$ cat src/rtl/dmem_arb_if.sv
// Shared data-memory bus: two requesters (core, debug) plus the memory side.
// The arbiter takes the slave view; whoever drives requests and memory data takes master.
interface dmem_arb_if #(
    parameter int ADDR_W = 12,
    parameter int DATA_W = 32
);
    logic                m0_req;
    logic                m0_we;
    logic [ADDR_W-1:0]   m0_addr;
    logic [DATA_W-1:0]   m0_wdata;
    logic [DATA_W/8-1:0] m0_wstrb;
    logic                m0_gnt;
    logic                m0_rvalid;
    logic [DATA_W-1:0]   m0_rdata;

    logic                m1_req;
    logic                m1_we;
    logic [ADDR_W-1:0]   m1_addr;
    logic [DATA_W-1:0]   m1_wdata;
    logic [DATA_W/8-1:0] m1_wstrb;
    logic                m1_lock;
    logic                m1_gnt;
    logic                m1_rvalid;
    logic [DATA_W-1:0]   m1_rdata;

    logic                mem_en;
    logic                mem_we;
    logic [ADDR_W-1:0]   mem_addr;
    logic [DATA_W-1:0]   mem_wdata;
    logic [DATA_W/8-1:0] mem_wstrb;
    logic [DATA_W-1:0]   mem_rdata;

    modport slave (
        input  m0_req, m0_we, m0_addr, m0_wdata, m0_wstrb,
        input  m1_req, m1_we, m1_addr, m1_wdata, m1_wstrb, m1_lock,
        input  mem_rdata,
        output m0_gnt, m0_rvalid, m0_rdata,
        output m1_gnt, m1_rvalid, m1_rdata,
        output mem_en, mem_we, mem_addr, mem_wdata, mem_wstrb
    );

    modport master (
        output m0_req, m0_we, m0_addr, m0_wdata, m0_wstrb,
        output m1_req, m1_we, m1_addr, m1_wdata, m1_wstrb, m1_lock,
        output mem_rdata,
        input  m0_gnt, m0_rvalid, m0_rdata,
        input  m1_gnt, m1_rvalid, m1_rdata,
        input  mem_en, mem_we, mem_addr, mem_wdata, mem_wstrb
    );
endinterface

$ cat src/rtl/dmem_arb.sv
// Data-memory arbiter: core (port 0) fixed priority, debug (port 1) anti-starvation.
// Optional exclusive debug bursts when DMEM_ARB_LOCK_EN is defined.
module dmem_arb #(
    parameter int ADDR_W     = 12,
    parameter int DATA_W     = 32,
    parameter int STARVE_MAX = 4
) (
    input  logic     clk,
    input  logic     rst_n,
    dmem_arb_if.slave bus
);
    logic [3:0] starve;
    logic [1:0] rd_own;
    logic       force1;
    logic       lock_act;
    logic       g0;
    logic       g1;

    assign force1 = (starve == 4'(STARVE_MAX));

`ifdef DMEM_ARB_LOCK_EN
    typedef enum logic {IDLE, LOCKED} state_t;
    state_t state;

    // The cycle m1_lock drops already arbitrates normally
    assign lock_act = (state == LOCKED) && bus.m1_lock;

    always_ff @(posedge clk or negedge rst_n) begin
        if (!rst_n) begin
            state <= IDLE;
        end else begin
            case (state)
                IDLE:    if (g1 && bus.m1_lock) state <= LOCKED;
                LOCKED:  if (!bus.m1_lock)      state <= IDLE;
                default:                        state <= IDLE;
            endcase
        end
    end
`else
    logic unused_lock;
    assign unused_lock = bus.m1_lock;
    assign lock_act    = 1'b0;
`endif

    always_comb begin
        g0 = 1'b0;
        g1 = 1'b0;
        if (!rst_n) begin
            g0 = 1'b0;
            g1 = 1'b0;
        end else if (lock_act) begin
            g1 = bus.m1_req;
        end else if (force1 && bus.m1_req) begin
            g1 = 1'b1;
        end else begin
            g0 = bus.m0_req;
            g1 = bus.m1_req & ~bus.m0_req;
        end
    end

    assign bus.m0_gnt = g0;
    assign bus.m1_gnt = g1;

    always_comb begin
        bus.mem_en    = g0 | g1;
        bus.mem_we    = 1'b0;
        bus.mem_addr  = '0;
        bus.mem_wdata = '0;
        bus.mem_wstrb = '0;
        if (g0) begin
            bus.mem_we    = bus.m0_we;
            bus.mem_addr  = bus.m0_addr;
            bus.mem_wdata = bus.m0_wdata;
            bus.mem_wstrb = bus.m0_wstrb;
        end else if (g1) begin
            bus.mem_we    = bus.m1_we;
            bus.mem_addr  = bus.m1_addr;
            bus.mem_wdata = bus.m1_wdata;
            bus.mem_wstrb = bus.m1_wstrb;
        end
    end

    always_ff @(posedge clk or negedge rst_n) begin
        if (!rst_n) begin
            starve <= '0;
            rd_own <= '0;
        end else begin
            rd_own <= {g1 & ~bus.m1_we, g0 & ~bus.m0_we};
            if (lock_act)
                starve <= '0;
            else if (bus.m1_req && !g1)
                starve <= starve + 4'd1;
            else
                starve <= '0;
        end
    end

    assign bus.m0_rvalid = rd_own[0];
    assign bus.m1_rvalid = rd_own[1];
    assign bus.m0_rdata  = rd_own[0] ? bus.mem_rdata : '0;
    assign bus.m1_rdata  = rd_own[1] ? bus.mem_rdata : '0;
endmodule

$ cat src/flat_wrapper.sv
// flat-port wrapper written by rule: the top's interface ports become plain ports
module dmem_arb_flat 
#(
    parameter int ADDR_W     = 12,
    parameter int DATA_W     = 32,
    parameter int STARVE_MAX = 4
)
  (clk, rst_n, bus_m0_req, bus_m0_we, bus_m0_addr, bus_m0_wdata, bus_m0_wstrb, bus_m1_req, bus_m1_we, bus_m1_addr, bus_m1_wdata, bus_m1_wstrb, bus_m1_lock, bus_mem_rdata, bus_m0_gnt, bus_m0_rvalid, bus_m0_rdata, bus_m1_gnt, bus_m1_rvalid, bus_m1_rdata, bus_mem_en, bus_mem_we, bus_mem_addr, bus_mem_wdata, bus_mem_wstrb);
  dmem_arb_if #(.ADDR_W(ADDR_W), .DATA_W(DATA_W)) bus_i ();
  input  logic clk;
  input  logic rst_n;
  input wire logic [$bits(bus_i.m0_req)-1:0] bus_m0_req;
  input wire logic [$bits(bus_i.m0_we)-1:0] bus_m0_we;
  input wire logic [$bits(bus_i.m0_addr)-1:0] bus_m0_addr;
  input wire logic [$bits(bus_i.m0_wdata)-1:0] bus_m0_wdata;
  input wire logic [$bits(bus_i.m0_wstrb)-1:0] bus_m0_wstrb;
  input wire logic [$bits(bus_i.m1_req)-1:0] bus_m1_req;
  input wire logic [$bits(bus_i.m1_we)-1:0] bus_m1_we;
  input wire logic [$bits(bus_i.m1_addr)-1:0] bus_m1_addr;
  input wire logic [$bits(bus_i.m1_wdata)-1:0] bus_m1_wdata;
  input wire logic [$bits(bus_i.m1_wstrb)-1:0] bus_m1_wstrb;
  input wire logic [$bits(bus_i.m1_lock)-1:0] bus_m1_lock;
  input wire logic [$bits(bus_i.mem_rdata)-1:0] bus_mem_rdata;
  output wire logic [$bits(bus_i.m0_gnt)-1:0] bus_m0_gnt;
  output wire logic [$bits(bus_i.m0_rvalid)-1:0] bus_m0_rvalid;
  output wire logic [$bits(bus_i.m0_rdata)-1:0] bus_m0_rdata;
  output wire logic [$bits(bus_i.m1_gnt)-1:0] bus_m1_gnt;
  output wire logic [$bits(bus_i.m1_rvalid)-1:0] bus_m1_rvalid;
  output wire logic [$bits(bus_i.m1_rdata)-1:0] bus_m1_rdata;
  output wire logic [$bits(bus_i.mem_en)-1:0] bus_mem_en;
  output wire logic [$bits(bus_i.mem_we)-1:0] bus_mem_we;
  output wire logic [$bits(bus_i.mem_addr)-1:0] bus_mem_addr;
  output wire logic [$bits(bus_i.mem_wdata)-1:0] bus_mem_wdata;
  output wire logic [$bits(bus_i.mem_wstrb)-1:0] bus_mem_wstrb;
  assign bus_i.m0_req = bus_m0_req;
  assign bus_i.m0_we = bus_m0_we;
  assign bus_i.m0_addr = bus_m0_addr;
  assign bus_i.m0_wdata = bus_m0_wdata;
  assign bus_i.m0_wstrb = bus_m0_wstrb;
  assign bus_i.m1_req = bus_m1_req;
  assign bus_i.m1_we = bus_m1_we;
  assign bus_i.m1_addr = bus_m1_addr;
  assign bus_i.m1_wdata = bus_m1_wdata;
  assign bus_i.m1_wstrb = bus_m1_wstrb;
  assign bus_i.m1_lock = bus_m1_lock;
  assign bus_i.mem_rdata = bus_mem_rdata;
  assign bus_m0_gnt = bus_i.m0_gnt;
  assign bus_m0_rvalid = bus_i.m0_rvalid;
  assign bus_m0_rdata = bus_i.m0_rdata;
  assign bus_m1_gnt = bus_i.m1_gnt;
  assign bus_m1_rvalid = bus_i.m1_rvalid;
  assign bus_m1_rdata = bus_i.m1_rdata;
  assign bus_mem_en = bus_i.mem_en;
  assign bus_mem_we = bus_i.mem_we;
  assign bus_mem_addr = bus_i.mem_addr;
  assign bus_mem_wdata = bus_i.mem_wdata;
  assign bus_mem_wstrb = bus_i.mem_wstrb;
  dmem_arb #(.ADDR_W(ADDR_W), .DATA_W(DATA_W), .STARVE_MAX(STARVE_MAX)) u_core (.clk(clk), .rst_n(rst_n), .bus(bus_i));
endmodule
$ cat config.mk
export PLATFORM = sky130hd
export DESIGN_NAME = dmem_arb_flat
export DESIGN_NICKNAME = d
export VERILOG_FILES = /design/src/rtl/dmem_arb_if.sv /design/src/rtl/dmem_arb.sv /design/src/flat_wrapper.sv
export SDC_FILE = /design/constraint.sdc
export NUM_CORES = 1
export LEC_CHECK = 0
export ABC_AREA = 1
export CORE_AREA = 3 3 98 100
export CTS_CLUSTER_DIAMETER = 40
export DETAILED_ROUTE_END_ITERATION = 10
export DIE_AREA = 0 0 101 103
export PLACE_DENSITY_LB_ADDON = 0.3
export SETUP_SLACK_MARGIN = 0.2
export SYNTH_ARGS = -nofsm -noshare
export SYNTH_HDL_FRONTEND = slang
export SYNTH_SLANG_ARGS = --single-unit
$ cat constraint.sdc
create_clock -name clk -period 1.34 [get_ports clk]
set_clock_uncertainty 0.1 [all_clocks]
set_input_delay 0.134 -clock clk [delete_from_list [all_inputs] [get_ports clk]]
set_output_delay 0.134 -clock clk [all_outputs]
set_load 0.01 [all_outputs]
; ---- Word-level counts from Yosys, hierarchy flattened
; Cells that the tools add are included.
[classes]
bitwise_logic = 7
addsub = 1
reduce_logical = 3
mux = 15
n_eq_ne = 1
[ops]
columns = cell, n
row1 = $mux W32, 4
row2 = $mux W12, 2
row3 = $mux W4, 3
row4 = $mux W1, 6
row5 = $add A4 B1 Y4 const B, 1
row6 = $eq A4 B3 Y1 const B, 1
row7 = $and A1 B1 Y1, 3
row8 = $not A1 Y1, 3
row9 = $logic_and A1 B1 Y1, 2
row10 = $logic_not A1 Y1, 1
row11 = $or A1 B1 Y1, 1
[totals]
reg_bits = 6
wordCells = 29
output_inout_bits = 118

; ---- Longest topological paths before layout
; Gate-level depths: netlist (run 1).
[logic_depth]
ltp_word = 7
depth_mapped = 10

; ---- Worst setup path after synthesis (run 1)
; No wires, ideal clock.
[synth_timing]
path_type = register to output
start = register u_core.starve[0]
end = output port bus_mem_wdata[17]
stages_incl_launch_ff = 9
setup_slack_ps = -217
n_path_buf = 1
t_arrival_ps = 1323
cell_sequence = dfrtp_1 inv_1 ha_1 nand2_1 inv_2 nand2_4 nand3_2 buf_2 o21ai_0
[synth_between]
elab_chain_cells = 6
[synth_lines]
columns = item, line
row1 = from (decl), dmem_arb.sv:12  ; logic [3:0] starve;
row2 = from (signal assigned), dmem_arb.sv:92  ; starve <= starve + 4'd1;
row3 = $eq A4 B3 Y1 *, dmem_arb.sv:19  ; assign force1 = (starve == 4'(STARVE_MAX));
row4 = $logic_and A1 B1 Y1 *, dmem_arb.sv:53  ; end else if (force1 && bus.m1_req) begin
row5 = $mux W1, dmem_arb.sv:53
row6 = $mux W1, dmem_arb.sv:48  ; if (!rst_n) begin
row7 = $mux W32, dmem_arb.sv:75  ; end else if (g1) begin
row8 = $mux W32 *, dmem_arb.sv:70  ; if (g0) begin
row9 = to (decl), flat_wrapper.sv:33  ; output wire logic [$bits(bus_i.mem_wdata)-1:0] bus_mem_wdata;
; Mark *: on every way between the ends. The rest lies on a longest branch, timed or not.

; ---- Worst setup path after layout (run 1)
[layout_timing]
start = register u_core.starve[0]
end = output port bus_mem_wdata[18]
; Same word-level chain as after synthesis.

==> run_results.csv, run 1 <==
group,metric,value,unit
floorplanning,start_util,0.186,
cts,clkTransAtPathRegs,30,ps
timing,hold_viol,0,
floorplanning,fp-row-count,34,
floorplanning,die_h,103,um
synth,synth.distinct_cells,20,
cells_and_area,layout.cells.non_filler,727,
synth,ys_seq_elements,6,
cts,cts_tree,"done",
cts,clockBufferDepth,2,
place,gp_congestion,0.788,
place,dp_hpwl,7850,um
synth,synthesis.area_per_instance,4.94,sq um
synth,synthCells,331,
timing,whs,79.3,ps
global_route,antenna_found_initial,1,
run_status,outcome,"complete, but fails checks",
routing,vias_per_cell,4.33,
global_route,first_global_vias,3067,
synth,synth.net_count,468,
cts,holdBufCountCts,0,
setup_path,critPathCaptureType,"primary output",
min_path,hold_class,"in -> async",
timing,relSlewSlack,0.824,
timing,worst_slew_pin_slew,263,ps
setup_path,worstSetupPathType,"reg -> out",
place,port_buffers,251,
power,power_density,346,nW/um^2
floorplanning,core,8760,sq um
timing,maxSlewViolCount,0,
timing,rsz0062_at_grt,"yes",
global_route,grt_first_pass_wirelength,14800,um
setup_path,crit_required,1110,ps
routing,drt_wl_total,11800,um
setup_path,critPathMaxFanout,21,
place,postPlaceCellArea,4620,sq um
synth,ys_warn_count,0,
power,power_leakage,3.23,nW
cells_and_area,drive_gt1_frac,0.600,
cts,clock_sinks,6,
routing,antenna_left,0,
cells_and_area,nets,757,
place,dpl.cell_count,686,
global_route,grt_overflow_total,0,
cells_and_area,final_cell_mix,"132 x clkdlybuf4s50_1, 86 x buf_6, 62 x inv_1",
cts,cts_root_buffer,"clkbuf_8",
cells_and_area,area_growth,241,%
cts,clk_latency,220,ps
routing,firstDrtPassIters,4,
timing,setup_slack,-602,ps
floorplanning,chipWidth,101,um
cts,cts_htree_levels,1,
setup_path,arrival,1710,ps
cells_and_area,finish.utilization,0.636,
floorplanning,dieArea,10400,sq um
timing,post-route-period-util,1.45,
setup_path,startpoint_type,"flip-flop",
global_route,grtUsageTotal,0.181,
cells_and_area,final_common_cell,"clkdlybuf4s50_1",
synth,synth_seq_area_share,0.0919,
timing,fin_crit,1940,ps
cells_and_area,fin_area,5580,sq um
timing,max_freq,515,MHz
routing,wl_per_cell,16.2,um
routing,drtIter0Drc,64,
run_status,violations,"setup timing",
floorplanning,pin_count,253,
power,vdd_drop_max,269,uV
global_route,grt_max_degree,40,
power,total_power,1.93,mW
cts,numCtsBuffers,3,
routing,drc,0,
synth,syn_area,1630,sq um
setup_path,regToRegSetupSlack,-270,ps
timing,setup_viol,124,
run,timing.max_cap.violations,0,
routing,num_vias,3150,
## final timing paths
check | from | end | depth (start not counted)
min | rst_n | u_core.rd_own[0] | 3
max in group asynchronous | rst_n | u_core.rd_own[1] | 3
min reg2reg | u_core.starve[0] | u_core.starve[0] | 2
max | u_core.starve[0] | bus_mem_wdata[18] | 9
min in group clk | rst_n | u_core.rd_own[0] | 4
max reg2reg | u_core.starve[0] | u_core.starve[2] | 11
## Yosys cell counts, drive strengths merged
master,number,area [sq um]
inv,120,450
nand2,72,300
nand3,51,260
o21ai,48,240
buf,14,113
clkbuf,8,30.0
nor2,7,41.3
dfrtp,6,150
ha,2,25.0
nand4,1,6.26
xnor2,1,8.76
xor2,1,8.76
## sequential cells by signal (all words and copies together) (netlist names)
| register | cells |
|---|---|
| u_core.starve | 4 |
| u_core.rd_own | 2 |
## critical path: stages (launching register included)
cell and delay (ps):
dfrtp_1 330, inv_1 50, ha_2 180, nand2_1 70, inv_2 40, nand2_4 90
nand3_4 130, buf_12 210, o21ai_4 140, clkdlybuf4s15_2 230
## where the power goes
part | total [mW] | internal, mW | switching [mW]
Combinational | 1.46 | 0.830 | 0.632
Clock | 0.266 | 0.192 | 0.0732
Sequential | 0.201 | 0.192 | 0.00840
Total | 1.93 | 1.21 | 0.713
## logic make-up (layout without fill, tap and decap cells)
| kind of cell | count (synthesis) | after routing | share of synthesized area |
|---|---|---|---|
| other cells | 0 | 1 | 0 |
| simple gates | 131 | 131 | 0.372 |
| flops | 6 | 6 | 0.0919 |
| fa+ha+maj | 2 | 2 | 0.0153 |
| xor+xnor | 2 | 2 | 0.0107 |
| buf+inv | 142 | 429 | 0.363 |
| compound gates | 48 | 48 | 0.147 |
## stage by stage
stage | TNS (ps) | setup slack [ps]
5_1_grt | -45320 | -686
3_5_place_dp | -51700 | -821
3_3_place_gp | -51460 | -822
6_report | -38170 | -602
2_1_floorplan | -5440 | -107
4_1_cts | -37540 | -637
## what timing repair did
action | CTS | global route
setup buffers | 21 | 7
gates cloned | 9 | 0
pin swaps | 6 | 16
endpoints found under the setup margin | 124 | 124
resized for setup | 538 | 201
## area by class of cell
cell class	count	area, sq um
timing repair buffer	306	3220
multi-input combinational	183	1570
inverter	120	453
fill	692	3190
antenna	1	2.50
clock buffer	3	41.3
tap	108	135
sequential	6	153
## routing by layer
layer,vias to the layer above,wire (um),track usage
li1,1540,-,-
met1,1428,3750,0.165
met2,166,6820,0.390
met3,16,962,0.0413
met4,0,229,0.0491
met5,-,0,0
Note: power is estimated with default switching activity, not from simulation.
==> run 2: changes to the inputs <==
--- a/config.mk
+++ b/config.mk
@@ -10,7 +10,7 @@
 export CTS_CLUSTER_DIAMETER = 40
 export DETAILED_ROUTE_END_ITERATION = 10
 export DIE_AREA = 0 0 101 103
-export PLACE_DENSITY_LB_ADDON = 0.3
+export PLACE_DENSITY = 0.7
 export SETUP_SLACK_MARGIN = 0.2
 export SYNTH_ARGS = -nofsm -noshare
 export SYNTH_HDL_FRONTEND = slang
==> run 2 against run 1 <==
Effect of this change:
- the run still ends with setup timing left
- hold slack improved by 220 ps
- power increased by 9.4%
- critical path depth increased by 1
- register-to-register slack got worse by 140 ps
- final area increased by 8.9%
- clock power about the same
- first-iteration DRC count increased by 7.8%
- die area unchanged
- sequential share of layout area decreased by 0.22 points
- worst setup slack got worse by 9.4 ps
- fmax decreased by 0.48%
- sequential power about the same
==> run_results.csv, run 2 (synthesis gave the netlist of run 1 again) <==
group,metric,value,unit
min_path,hold_class,"in -> async",
floorplanning,core,8760,sq um
setup_path,slowest_delay,330,ps
global_route,grt_overflow_total,0,
cells_and_area,regMostFlops,"u_core.starve",
timing,worst_slew_pin_slew,288,ps
global_route,grt_first_pass_wirelength,16400,um
setup_path,worstRegToRegCells,13,
power,switchingPower,0.761,mW
cts,cts_htree_levels,1,
setup_path,slowest_stage,"dfrtp_1",
place,gp_congestion,0.797,
global_route,first_global_vias,3355,
routing,dr.max_layer_used,"met4",
run_status,violations,"setup timing",
place,dp_hpwl,7850,um
timing,max_freq,512,MHz
routing,drt_wl_total,12600,um
cells_and_area,nets,798,
cts,clkTransAtPathRegs,30,ps
power,power_leakage,3.46,nW
timing,hold_viol,0,
routing,wl_met1,4350,um
power,combPwrFrac,0.780,
cts,cts_root_buffer,"clkbuf_8",
floorplanning,chipWidth,101,um
cells_and_area,drive_gt1_frac,0.627,
cells_and_area,multi_input_comb_area,1600,sq um
cells_and_area,largest_reg_flops,4,
routing,vias_per_cell,4.40,
power,power_density,347,nW/um^2
routing,firstDrtPassIters,4,
routing,wl_per_cell,16.4,um
floorplanning,die_h,103,um
place,port_buffers,251,
timing,whs,299,ps
cells_and_area,n_antenna_cell,0,
cells_and_area,fillers,646,
floorplanning,start_util,0.186,
cts,clock_sinks,6,
run_status,outcome,"complete, but fails checks",
setup_path,critPathCaptureType,"primary output",
cts,clockBufferDepth,2,
setup_path,crit_chain,"inv_1 > ha_2 > nand2_2 > inv_2 > nand2_4 > nand3_4 > buf_6 > buf_6 > o21ai_2 > buf_2",
setup_path,critPathMaxFanout,5,
floorplanning,pin_count,253,
routing,antenna_left,0,
timing,setup_slack,-611,ps
routing,drtIter0Drc,69,
run,timing.max_cap.violations,0,
global_route,grtUsageTotal,0.196,
routing,num_vias,3372,
global_route,grt_max_degree,53,
place,dp_slack,-859,ps
routing,drc,0,
setup_path,crit_required,1110,ps
timing,fin_crit,1950,ps
setup_path,cpMostUsedCell,"buf_6",
cts,cts_tree,"done",
setup_path,arrival,1720,ps
global_route,antenna_found_initial,0,
timing,maxSlewViolCount,0,
cells_and_area,area_growth,271,%
setup_path,startpoint_type,"flip-flop",
power,vdd_drop_max,205,uV
floorplanning,fp-row-count,34,
timing,rsz0062_at_grt,"yes",
routing,met2_length,7020,um
power,internal_power,1.35,mW
cells_and_area,reg_top3,"u_core.starve: 4 flops, u_core.rd_own: 2 flops",
power,power.share.clock,0.125,
cells_and_area,final_common_cell,"clkdlybuf4s50_1",
timing,post-route-period-util,1.46,
timing,setup_viol,123,
cells_and_area,seqCellArea,153,sq um
floorplanning,dieArea,10400,sq um
cells_and_area,final_cell_mix,"132 x clkdlybuf4s50_1, 117 x buf_6, 63 x inv_1",
setup_path,worstSetupPathType,"reg -> out",
power,seqPwrFrac,0.094,
timing,relSlewSlack,0.806,
cts,clk_latency,220,ps
power,swShare,0.361,
cts,numCtsBuffers,3,
routing,wl_met3,1060,um
run 2: changes by cell type in the layout (fill, tap and decap cells not counted), sizes merged:
cell	before	now
buf	165	210
diode	1	0
nand3	51	52
clkdlybuf4s15	9	0
clkbuf	3	6
dlymetal6s4s	0	1
run 2: layer usage:
layer  up-vias  GRT usage
met5         -          0
met3        16     0.0447
met2       167      0.420
met4         0     0.0429
li1       1630          -
met1      1559      0.185
run 2: area by class of cell:
cell class              count  share of cell area
inverters                 120              0.0746
well taps                 108              0.0223
clock buffers               3             0.00680
multi-input cells         184               0.264
flip-flops and latches      6              0.0251
repair buffers            346               0.608
run 2: per-stage QoR:
step           setup TNS [ps]  utilization  total power, mW  instance area [sq um]  cells
2_1_floorplan           -5440            -            0.653                   1940    331
3_3_place_gp           -52510        0.530             1.44                   4640    692
3_5_place_dp           -53720        0.530             1.45                   4640    692
4_1_cts                -42800        0.607             1.92                   5320    755
5_1_grt                -50480        0.693             2.22                   6070    767
6_report               -43550        0.693             2.11                   6070    767
run 2: worst max-delay path, delay by kind of cell, from the launching register on:
family / cells / cell delay [ps]
AOI/OAI and AO/OA: 1 / 110
and+or+nand+nor: 3 / 320
buffers and inverters: 5 / 550
DFF: 1 / 330
adders and majority gates: 1 / 180
run 2: path summary, 6_finish.rpt:
kind                                        from               end  slack (ps)
worst min-delay path                       rst_n  u_core.starve[1]         300
worst max-delay path            u_core.starve[1]  bus_mem_wstrb[0]        -610
worst max register to register  u_core.starve[0]  u_core.starve[2]        -410
worst min register to register  u_core.starve[0]  u_core.starve[0]         440
max in group asynchronous                  rst_n  u_core.rd_own[0]         600
min in group clk                       bus_m0_we  u_core.rd_own[0]         420
run 2: what timing repair did:
item | CTS | global route
cloned | 11 | 1
hold endpoints to repair | 6 | 0
hold buffers | 1 | 0
endpoints found under the setup margin | 124 | 130
resized for setup | 618 | 175
setup buffers | 48 | 11
pin swaps | 18 | 8
run 2: power by group through the flow:
stage	Clock, mW	Combinational (mW)	Sequential, mW
final	0.264	1.65	0.199
after global routing	0.276	1.75	0.200
after CTS	0.271	1.45	0.200
after detailed placement	0	1.25	0.200
after global placement	0	1.24	0.199
after floorplan	0	0.450	0.203
==> run 3: changes to the inputs <==
--- a/config.mk
+++ b/config.mk
@@ -6,12 +6,15 @@
 export NUM_CORES = 1
 export LEC_CHECK = 0
 export ABC_AREA = 1
+export ABC_CLOCK_PERIOD_IN_PS = 1340
 export CORE_AREA = 3 3 98 100
 export CTS_CLUSTER_DIAMETER = 40
 export DETAILED_ROUTE_END_ITERATION = 10
 export DIE_AREA = 0 0 101 103
+export GPL_TIMING_DRIVEN = 0
 export PLACE_DENSITY = 0.7
 export SETUP_SLACK_MARGIN = 0.2
+export SLEW_MARGIN = 15
 export SYNTH_ARGS = -nofsm -noshare
 export SYNTH_HDL_FRONTEND = slang
 export SYNTH_SLANG_ARGS = --single-unit
==> run 3 against run 2 <==
Effect of this change:
- the run still ends with setup timing left
- largest power group unchanged
- critical path depth unchanged
- worst setup slack improved by 14 ps
- non-clock buffer count is 7 lower
- routed wire length is 2.4% higher
==> run_results.csv, run 3 (synthesis gave the netlist of run 1 again) <==
group,metric,value,unit
run_status,outcome,"complete, but fails checks",
run_status,violations,"setup timing",
setup_path,r2r-end,"u_core.starve[3]",
setup_path,worstRegToRegCells,12,
setup_path,crit_required,1110,ps
run,timing.max_cap.violations,0,
cts,cts_htree_levels,1,
cts,clkTransAtPathRegs,30,ps
place,port_buffers,251,
global_route,first_global_vias,3297,
cts,clock_sinks,6,
routing,vias_per_cell,4.40,
floorplanning,start_util,0.186,
setup_path,critPathTopFamily,"buffers and inverters",
setup_path,r2r_start,"u_core.starve[0]",
global_route,grt_first_pass_wirelength,15800,um
setup_path,critPathMaxFanout,10,
floorplanning,chipWidth,101,um
cts,cts_tree,"done",
timing,rsz0062_at_grt,"yes",
routing,antenna_left,0,
floorplanning,core,8760,sq um
cells_and_area,final_cell_mix,"132 x clkdlybuf4s50_1, 124 x buf_6, 61 x inv_1",
cells_and_area,nets,790,
timing,maxSlewViolCount,0,
floorplanning,fp-row-count,34,
cells_and_area,fillers,693,
setup_path,slowest_delay,350,ps
timing,setup_tns,-44650,ps
setup_path,crit_chain,"inv_1 > ha_2 > nand2_2 > inv_2 > nand2_4 > nand3_4 > buf_4 > buf_8 > o21ai_4 > buf_6",
floorplanning,die_h,103,um
timing,hold_viol,0,
floorplanning,pin_count,253,
routing,wl_per_cell,17.0,um
cells_and_area,largest_reg_flops,4,
cells_and_area,area_growth,255,%
cts,clk_latency,220,ps
cts,numCtsBuffers,3,
global_route,grt_max_degree,11,
cts,cts_root_buffer,"clkbuf_8",
global_route,grtUsageTotal,0.186,
routing,drtIter0Drc,75,
power,power_leakage,3.27,nW
setup_path,worstSetupPathType,"reg -> out",
global_route,grt_overflow_total,0,
setup_path,crit_buf_inv,5,
setup_path,startpoint_type,"flip-flop",
timing,fin_crit,1940,ps
setup_path,arrival,1700,ps
setup_path,regToRegSetupSlack,-440,ps
power,power_density,345,nW/um^2
cells_and_area,final_common_cell,"clkdlybuf4s50_1",
routing,firstDrtPassIters,4,
setup_path,critPathCaptureType,"primary output",
timing,setup_viol,120,
place,gp_congestion,0.801,
min_path,hold_class,"in -> async",
cells_and_area,reg_top3,"u_core.starve: 4 flops, u_core.rd_own: 2 flops",
timing,relSlewSlack,0.782,
floorplanning,dieArea,10400,sq um
timing,post-route-period-util,1.45,
global_route,antenna_found_initial,0,
timing,max_freq,516,MHz
routing,drc,0,
timing,worst_slew_pin_slew,327,ps
timing,setup_slack,-597,ps
cells_and_area,regMostFlops,"u_core.starve",
routing,num_vias,3338,
place,dp_slack,-1180,ps
cells_and_area,drive_gt1_frac,0.625,
setup_path,slowest_stage,"dfrtp_1",
cts,clockBufferDepth,2,
cells_and_area,n_antenna_cell,0,
power,total_power,2.00,mW
place,dp_hpwl,8260,um
power,vdd_drop_max,269,uV
routing,drt_wl_total,12900,um
==> run 3: changes by cell type in the layout (fill, tap and decap cells not counted), moves of 3 or more <==
cell,previous run,this run
buf_6,117,124
buf_12,15,5
nand2_2,27,35
nand3_1,40,37
buf_2,52,49
buf_16,8,0
nand2_4,41,33
buf_8,6,17
buf_4,12,4
==> run 3: metrics by stage <==
step	hold slack (ps)	util	instance area, sq um	cells
floorplan	-262	-	1940	331
global placement	304	0.523	4580	690
detailed placement	301	0.523	4580	690
CTS	388	0.568	4980	742
global route	416	0.663	5810	759
finish	381	0.663	5810	759
==> run 3: worst max-delay path by stage <==
stage | start | depth (start not counted) | slack [ps] | end
after floorplan | u_core.starve[0] | 8 | -110 | bus_mem_wdata[18]
after global placement | rst_n | 6 | -1170 | bus_mem_wdata[29]
after global routing | u_core.starve[0] | 10 | -670 | bus_mem_wdata[4]
after detailed placement | rst_n | 6 | -1180 | bus_mem_wdata[26]
after CTS | u_core.starve[0] | 10 | -590 | bus_mem_wdata[26]
final | u_core.starve[0] | 10 | -600 | bus_mem_wdata[18]
==> run 3: area by class of cell <==
class | count | area, sq um | area share
Buffer | 22 | 277 | 0.0476
Clock buffer | 3 | 41.3 | 0.00711
Inverter | 120 | 455 | 0.0784
Multi-Input combinational cell | 183 | 1560 | 0.269
Sequential cell | 6 | 153 | 0.0263
Tap cell | 108 | 135 | 0.0233
Timing Repair Buffer | 317 | 3180 | 0.548
==> run 3: report_power, final <==
group / internal, mW / switching, mW
combinational: 0.881 / 0.657
sequential: 0.192 / 0.0126
clock: 0.192 / 0.0677
==> run 3: routing by layer <==
layer	track usage	share of wire	up-vias
met3	0.0514	0.098	22
met2	0.392	0.56	188
met4	0.0440	0.025	0
li1	-	-	1612
met5	0	0	-
met1	0.173	0.32	1516
==> run 3: timing repair <==
item / in CTS / in global routing
hold buffers: 1 / 0
resized for setup: 628 / 188
pin swaps: 10 / 10
gates cloned: 6 / 3
hold endpoints to repair: 6 / 0
endpoints found under the setup margin: 124 / 124
setup buffers: 42 / 14
